### config.mk
export PLATFORM = sky130hd
export DESIGN_NAME = free_list_flat
export DESIGN_NICKNAME = d
export VERILOG_FILES = /design/src/rtl/ooo_types.sv /design/src/rtl/free_list_if.sv /design/src/rtl/free_list.sv /design/src/flat_wrapper.sv
export SDC_FILE = /design/constraint.sdc
export NUM_CORES = 1
export LEC_CHECK = 0
export ABC_AREA = 1
export CORE_MARGIN = 5
export CORE_UTILIZATION = 35
export CTS_BUF_LIST = sky130_fd_sc_hd__clkbuf_4 sky130_fd_sc_hd__clkbuf_8
export DETAILED_ROUTE_END_ITERATION = 8
export PLACE_DENSITY = 0.56
export SYNTH_ARGS = -nofsm -noshare
export SYNTH_HDL_FRONTEND = slang
export SYNTH_SLANG_ARGS = --single-unit
export TNS_END_PERCENT = 100
### constraint.sdc
create_clock -name clk -period 8.1 [get_ports clk]
set_clock_uncertainty 0.2 [all_clocks]
set_input_delay 2.43 -clock clk [delete_from_list [all_inputs] [get_ports clk]]
set_output_delay 2.43 -clock clk [all_outputs]
set_load 0.03 [all_outputs]
### src/rtl/ooo_types.sv
// Shared out-of-order core types: register file geometry and free-list sizing.
package ooo_types;

    localparam int unsigned NUM_PHYS_REGS   = 128;
    localparam int unsigned NUM_ARCH_REGS   = 32;
    localparam int unsigned PHYS_REG_BITS   = 7;
    localparam int unsigned FREE_LIST_DEPTH = NUM_PHYS_REGS - NUM_ARCH_REGS;

    typedef logic [PHYS_REG_BITS-1:0] phys_tag_t;
    typedef logic [6:0]               fl_ptr_t;
    typedef logic [6:0]               fl_count_t;

    localparam fl_ptr_t   FL_LAST_PTR  = fl_ptr_t'(FREE_LIST_DEPTH - 1);
    localparam fl_count_t FL_DEPTH_CNT = fl_count_t'(FREE_LIST_DEPTH);

endpackage

### src/rtl/free_list_if.sv
// Rename/commit-side handshake to the physical register free list.
interface free_list_if;
    import ooo_types::*;

    logic      alloc_req;
    logic      alloc_valid;
    phys_tag_t alloc_phys;
    logic      free_en;
    phys_tag_t free_phys;
    logic      checkpoint_en;
    logic      restore_en;
    fl_count_t free_count;
    logic      overflow_err;

    modport master (
        output alloc_req, free_en, free_phys, checkpoint_en, restore_en,
        input  alloc_valid, alloc_phys, free_count, overflow_err
    );

    modport slave (
        input  alloc_req, free_en, free_phys, checkpoint_en, restore_en,
        output alloc_valid, alloc_phys, free_count, overflow_err
    );

endinterface

### src/rtl/free_list.sv
// Circular free list of physical register tags with single-level branch checkpoint.
module free_list
    import ooo_types::*;
(
    input  logic        clk,
    input  logic        rst_n,
    free_list_if.slave  fl
);

    phys_tag_t mem_q [FREE_LIST_DEPTH];
    fl_ptr_t   head_q, tail_q, ckpt_q;
    fl_count_t count_q;
    logic      ovf_q;

    fl_ptr_t   head_d, tail_d, head_after_pop;
    fl_count_t count_d, rewind, base_count;
    logic      pop, push_req, push_ok, ovf_set;

    // Depth is 96, so wrap must be an explicit compare rather than bit truncation.
    function automatic fl_ptr_t ptr_inc(input fl_ptr_t p);
        if (p == FL_LAST_PTR) begin
            return '0;
        end
        return p + fl_ptr_t'(1);
    endfunction

    function automatic fl_count_t ptr_dist(input fl_ptr_t from, input fl_ptr_t to);
        if (from >= to) begin
            return fl_count_t'(from - to);
        end
        return fl_count_t'(from + FL_DEPTH_CNT - to);
    endfunction

    always_comb begin
        pop            = fl.alloc_req && (count_q != '0) && !fl.restore_en;
        push_req       = fl.free_en && (fl.free_phys != '0);
        rewind         = fl.restore_en ? ptr_dist(head_q, ckpt_q) : '0;
        base_count     = count_q + rewind;
        push_ok        = push_req && ((base_count < FL_DEPTH_CNT) || pop);
        ovf_set        = push_req && !push_ok;
        head_after_pop = pop ? ptr_inc(head_q) : head_q;
        head_d         = fl.restore_en ? ckpt_q : head_after_pop;
        tail_d         = push_ok ? ptr_inc(tail_q) : tail_q;
        count_d        = base_count;
        unique case ({push_ok, pop})
            2'b10:   count_d = base_count + fl_count_t'(1);
            2'b01:   count_d = base_count - fl_count_t'(1);
            default: count_d = base_count;
        endcase
    end

    always_ff @(posedge clk or negedge rst_n) begin
        if (!rst_n) begin
            head_q  <= '0;
            tail_q  <= '0;
            ckpt_q  <= '0;
            count_q <= FL_DEPTH_CNT;
            ovf_q   <= 1'b0;
        end else begin
            head_q  <= head_d;
            tail_q  <= tail_d;
            count_q <= count_d;
            if (ovf_set) begin
                ovf_q <= 1'b1;
            end
            // Snapshot includes this cycle's pop so the branch keeps its own tag.
            if (fl.checkpoint_en && !fl.restore_en) begin
                ckpt_q <= head_after_pop;
            end
        end
    end

    always_ff @(posedge clk or negedge rst_n) begin
        if (!rst_n) begin
            for (int i = 0; i < int'(FREE_LIST_DEPTH); i++) begin
                mem_q[i] <= phys_tag_t'(int'(NUM_ARCH_REGS) + i);
            end
        end else if (push_ok) begin
            mem_q[tail_q] <= fl.free_phys;
        end
    end

    assign fl.alloc_valid  = (count_q != '0);
    assign fl.alloc_phys   = mem_q[head_q];
    assign fl.free_count   = count_q;
    assign fl.overflow_err = ovf_q;

endmodule

### src/flat_wrapper.sv
// flat-port wrapper written by rule: the top's interface ports become plain ports
module free_list_flat import ooo_types::*;
  (clk, rst_n, fl_alloc_req, fl_free_en, fl_free_phys, fl_checkpoint_en, fl_restore_en, fl_alloc_valid, fl_alloc_phys, fl_free_count, fl_overflow_err);
  free_list_if fl_i ();
  input  logic clk;
  input  logic rst_n;
  input wire logic [$bits(fl_i.alloc_req)-1:0] fl_alloc_req;
  input wire logic [$bits(fl_i.free_en)-1:0] fl_free_en;
  input wire logic [$bits(fl_i.free_phys)-1:0] fl_free_phys;
  input wire logic [$bits(fl_i.checkpoint_en)-1:0] fl_checkpoint_en;
  input wire logic [$bits(fl_i.restore_en)-1:0] fl_restore_en;
  output wire logic [$bits(fl_i.alloc_valid)-1:0] fl_alloc_valid;
  output wire logic [$bits(fl_i.alloc_phys)-1:0] fl_alloc_phys;
  output wire logic [$bits(fl_i.free_count)-1:0] fl_free_count;
  output wire logic [$bits(fl_i.overflow_err)-1:0] fl_overflow_err;
  assign fl_i.alloc_req = fl_alloc_req;
  assign fl_i.free_en = fl_free_en;
  assign fl_i.free_phys = fl_free_phys;
  assign fl_i.checkpoint_en = fl_checkpoint_en;
  assign fl_i.restore_en = fl_restore_en;
  assign fl_alloc_valid = fl_i.alloc_valid;
  assign fl_alloc_phys = fl_i.alloc_phys;
  assign fl_free_count = fl_i.free_count;
  assign fl_overflow_err = fl_i.overflow_err;
  free_list u_core (.clk(clk), .rst_n(rst_n), .fl(fl_i));
endmodule
==> PnR_summary.wiki <==
{| class="wikitable"
! Metric !! Value
|-
| Status || complete, no violations
|-
| Skew-Pair Late Insertion Delay || 0.82 ns
|-
| Kind of start point of the critical path || register
|-
| Reg area || 18000 um^2
|-
| Leakage || 18.7 nW
|-
| Final weighted congestion in routability-driven placement || 0.852
|-
| Avg WL per Cell || 21.6 um
|-
| Die area || 115000 um^2
|-
| Total Negative Setup Slacks || 0 ns
|-
| Final worst hold slack || 0.260 ns
|-
| Register area share after synthesis || 47.5%
|-
| Worst Max-Slew Pin Slew || 1.23 ns
|-
| Clock root buffer master || sky130_fd_sc_hd__clkbuf_8
|-
| Highest Clock Rate || 135 MHz
|-
| Minimum period implied by the final worst setup slack || 7.43 ns
|-
| Commonest cells after routing, fill and taps aside || sky130_fd_sc_hd__nand2_1, sky130_fd_sc_hd__nand4_1, sky130_fd_sc_hd__nor2_1
|-
| Wire length of the first global-routing pass || 204000 um
|-
| Starting DRT DRC Count || 3751
|-
| H-tree Lvls || 4
|-
| Total power draw || 0.0156 W
|-
| Number of buffers inserted to repair setup after CTS || 0
|-
| Core area || 107000 um^2
|-
| Final HPWL from detailed placement || 74400 um
|-
| Count of final hold-check violations || 0
|-
| Cell Area, Synth || 37900 um^2
|-
| Critical path's top delay family || buffers and inverters
|-
| Hold Crit Class || register to register
|-
| Pre-CTS worst setup slack || 0.944 ns
|-
| Synth Net Count || 4784
|-
| Number of buffer and inverter instances along the worst setup path || 3
|-
| Residual DRC || 0
|-
| Initial antenna violation count || 1
|-
| Area Overhead vs Synth || 9.14%
|-
| Vias in the first global route || 33400
|-
| Final-layout fill cell count || 11100
|-
| Quantity of hold-fixing buffers added after cts || 0
|-
| Worst slew slack as a fraction of its limit || 17.8%
|-
| NumNets Final || 4613
|-
| Post-synthesis register bit count || 701
|-
| Finish-stage setup viols || 0
|-
| Fin crit share || 91.8%
|-
| Final count of pins violating max slew || 0
|-
| Count of buffers from port buffering || 28
|-
| TritonCTS clock tree || done
|-
| Critical Path Sink Type || output port
|-
| Clock net sink count || 701
|-
| Total global routing track utilization || 22.0%
|-
| Power per unit of standard cell area || 376 nW/um^2
|-
| Post-synthesis average cell area || 8.00 um^2
|-
| GR met2 Demand/Resource || 33.8%
|-
| Met1 Usage GRT || 31.5%
|-
| Path type of the worst setup path || register to output port
|-
| Peak supply drop || 0.805 mV
|-
| Num CTS Buffers || 132
|-
| Die Y-Extent || 339 um
|-
| Detail Route Antenna Nets || 0
|-
| Routed vias/inst || 5.76
|-
| Library cell contributing the largest single delay on the critical path || sky130_fd_sc_hd__dfrtp_4
|-
| Most common cell after layout, fill and taps aside || sky130_fd_sc_hd__nand2_1
|-
| Global route overflow || 0
|-
| Arrival time worst endpoint || 4.80 ns
|-
| Setup repair after global routing missed its margin || false
|-
| Largest net degree at the start of global routing || 181
|-
| Maximum net fanout on the critical path || 134
|-
| Cells along the critical path || inv_8, buf_4, nor2_1, o221ai_1, nand3_1, nand3_1, nand2_1, nand3_1, nand2_1, nand2_1, clkdlybuf4s50_1
|-
| Initial standard-cell utilization of the core || 35.3%
|-
| Final critical-path setup slack || 0.665 ns
|-
| Footprint of the multi-input gates || 17600 um^2
|-
| Met3 usage in global routing || 3.96%
|-
| Final core area utilization || 38.5%
|-
| CTS clk-pin slew, worst paths || 0.06 ns
|-
| Post-cts gate resize count || 0
|-
| Most Crowded Layer GR || met2
|-
| Worst-case clock buffer depth || 3
|-
| Count of mapped cells out of synthesis || 4737
|-
| Number of violations of the max-capacitance limit || 0
|-
| CP max stage delay || 0.71 ns
|-
| Die boundary width || 339 um
|-
| Crit path required time || 5.47 ns
|-
| Flop2flop setup slack || 1.70 ns
|-
| Site row count || 120
|-
| DR vias || 35000
|-
| Proportion of layout cells with a drive suffix above 1 || 16.8%
|-
| Num ports || 29
|-
| Routed Wire Length || 131000 um
|-
| Router iterations before antenna repair || 6
|-
| Syn. warnings || 0
|-
| Count of unique library cells instantiated by Yosys || 42
|}
## flip-flops by register name, indices dropped and copies added (netlist names)
| register | cells |
|---|---|
| u_core.fl.free_count | 7 |
| u_core.fl.overflow_err | 1 |
| u_core.ckpt_q | 7 |
| u_core.tail_q | 7 |
| u_core.mem_q | 672 |
| u_core.head_q | 7 |
## worst paths after layout
path | from | endpoint | depth (start not counted)
setup / recovery | u_core.head_q[0]$_DFF_PN0_ | fl_alloc_phys[1] | 11
hold / removal | u_core.mem_q[572]$_DFFE_PN1P_ | u_core.mem_q[572]$_DFFE_PN1P_ | 2
setup reg to reg | u_core.head_q[0]$_DFF_PN0_ | u_core.fl.free_count[6]$_DFF_PN1_ | 34
hold reg to reg | u_core.mem_q[572]$_DFFE_PN1P_ | u_core.mem_q[572]$_DFFE_PN1P_ | 2
max in group asynchronous | rst_n | u_core.mem_q[641]$_DFFE_PN0P_ | 2
min in group asynchronous | rst_n | u_core.mem_q[524]$_DFFE_PN0P_ | 1
## area by class of cell
cell class | instances | area share [%]
flip-flops and latches | 701 | 43.5
multi-input cells | 3582 | 42.6
clock buffers | 221 | 6.44
well taps | 1403 | 4.24
repair buffers | 89 | 2.27
inverters | 60 | 0.568
clock inverters | 21 | 0.333
diodes | 2 | 0.0121
## metrics by stage
stage	area (um^2)	cells
finish	41400	6079
detailed placement	38600	5835
global route	41400	6079
CTS	41400	6077
global placement	38600	5835
floorplan	37900	4737
## worst reg2reg max path: cells and delay by family (launching register included)
family                     cells  cell delay (ns)
adders and majority gates      6             1.71
and+or+nand+nor               20             1.97
AOI/OAI and AO/OA              4             0.68
xor gates and xnor gates       2             0.36
DFF                            1             0.71
buffers and inverters          2             0.70
## cells in the mapped netlist, drive strengths merged
cell type,n,area share [%]
a211oi,2,0.040
a21boi,1,0.020
a21o,1,0.020
a21oi,25,0.33
a31oi,3,0.050
buf,185,3.5
clkbuf,209,2.1
clkinv,3,0.030
dfrtp,331,22
dfstp,370,26
fa,7,0.37
ha,27,0.89
inv,57,0.56
nand2,1550,15
nand3,207,4.0
nand3b,1,0.020
nand4,692,11
nor2,476,4.7
nor3,6,0.092
nor3b,1,0.020
nor4,2,0.033
o211ai,30,0.59
o21a,2,0.040
o21ai,375,5.0
o21bai,2,0.050
o221ai,54,1.2
o22ai,98,1.6
or2,2,0.033
xnor2,3,0.069
xor2,15,0.35
## metal layers
layer	vias up	wire length, um	share of wire [%]
met2	1327	59400	45
met5	-	0	0
li1	16100	-	-
met3	254	9260	7.0
met4	0	3830	2.9
met1	17300	59000	45
## cell families (layout without fill, tap and decap cells)
kind of cell | after synthesis | in the layout | synth area share, %
simple gates | 2937 | 2937 | 35.7
flops | 701 | 701 | 47.5
compound gates | 593 | 593 | 8.96
buf+inv | 454 | 391 | 6.16
fa+ha+maj | 34 | 34 | 1.26
xor+xnor | 18 | 18 | 0.416
other cells | 0 | 2 | 0
## report_power, final
group | switching [W] | total [W] | internal [W]
sequential | 0.000634 | 0.00544 | 0.00481
clock | 0.00162 | 0.00369 | 0.00208
combinational | 0.00476 | 0.00642 | 0.00166
No activity file was read; power rests on OpenSTA's default activity.
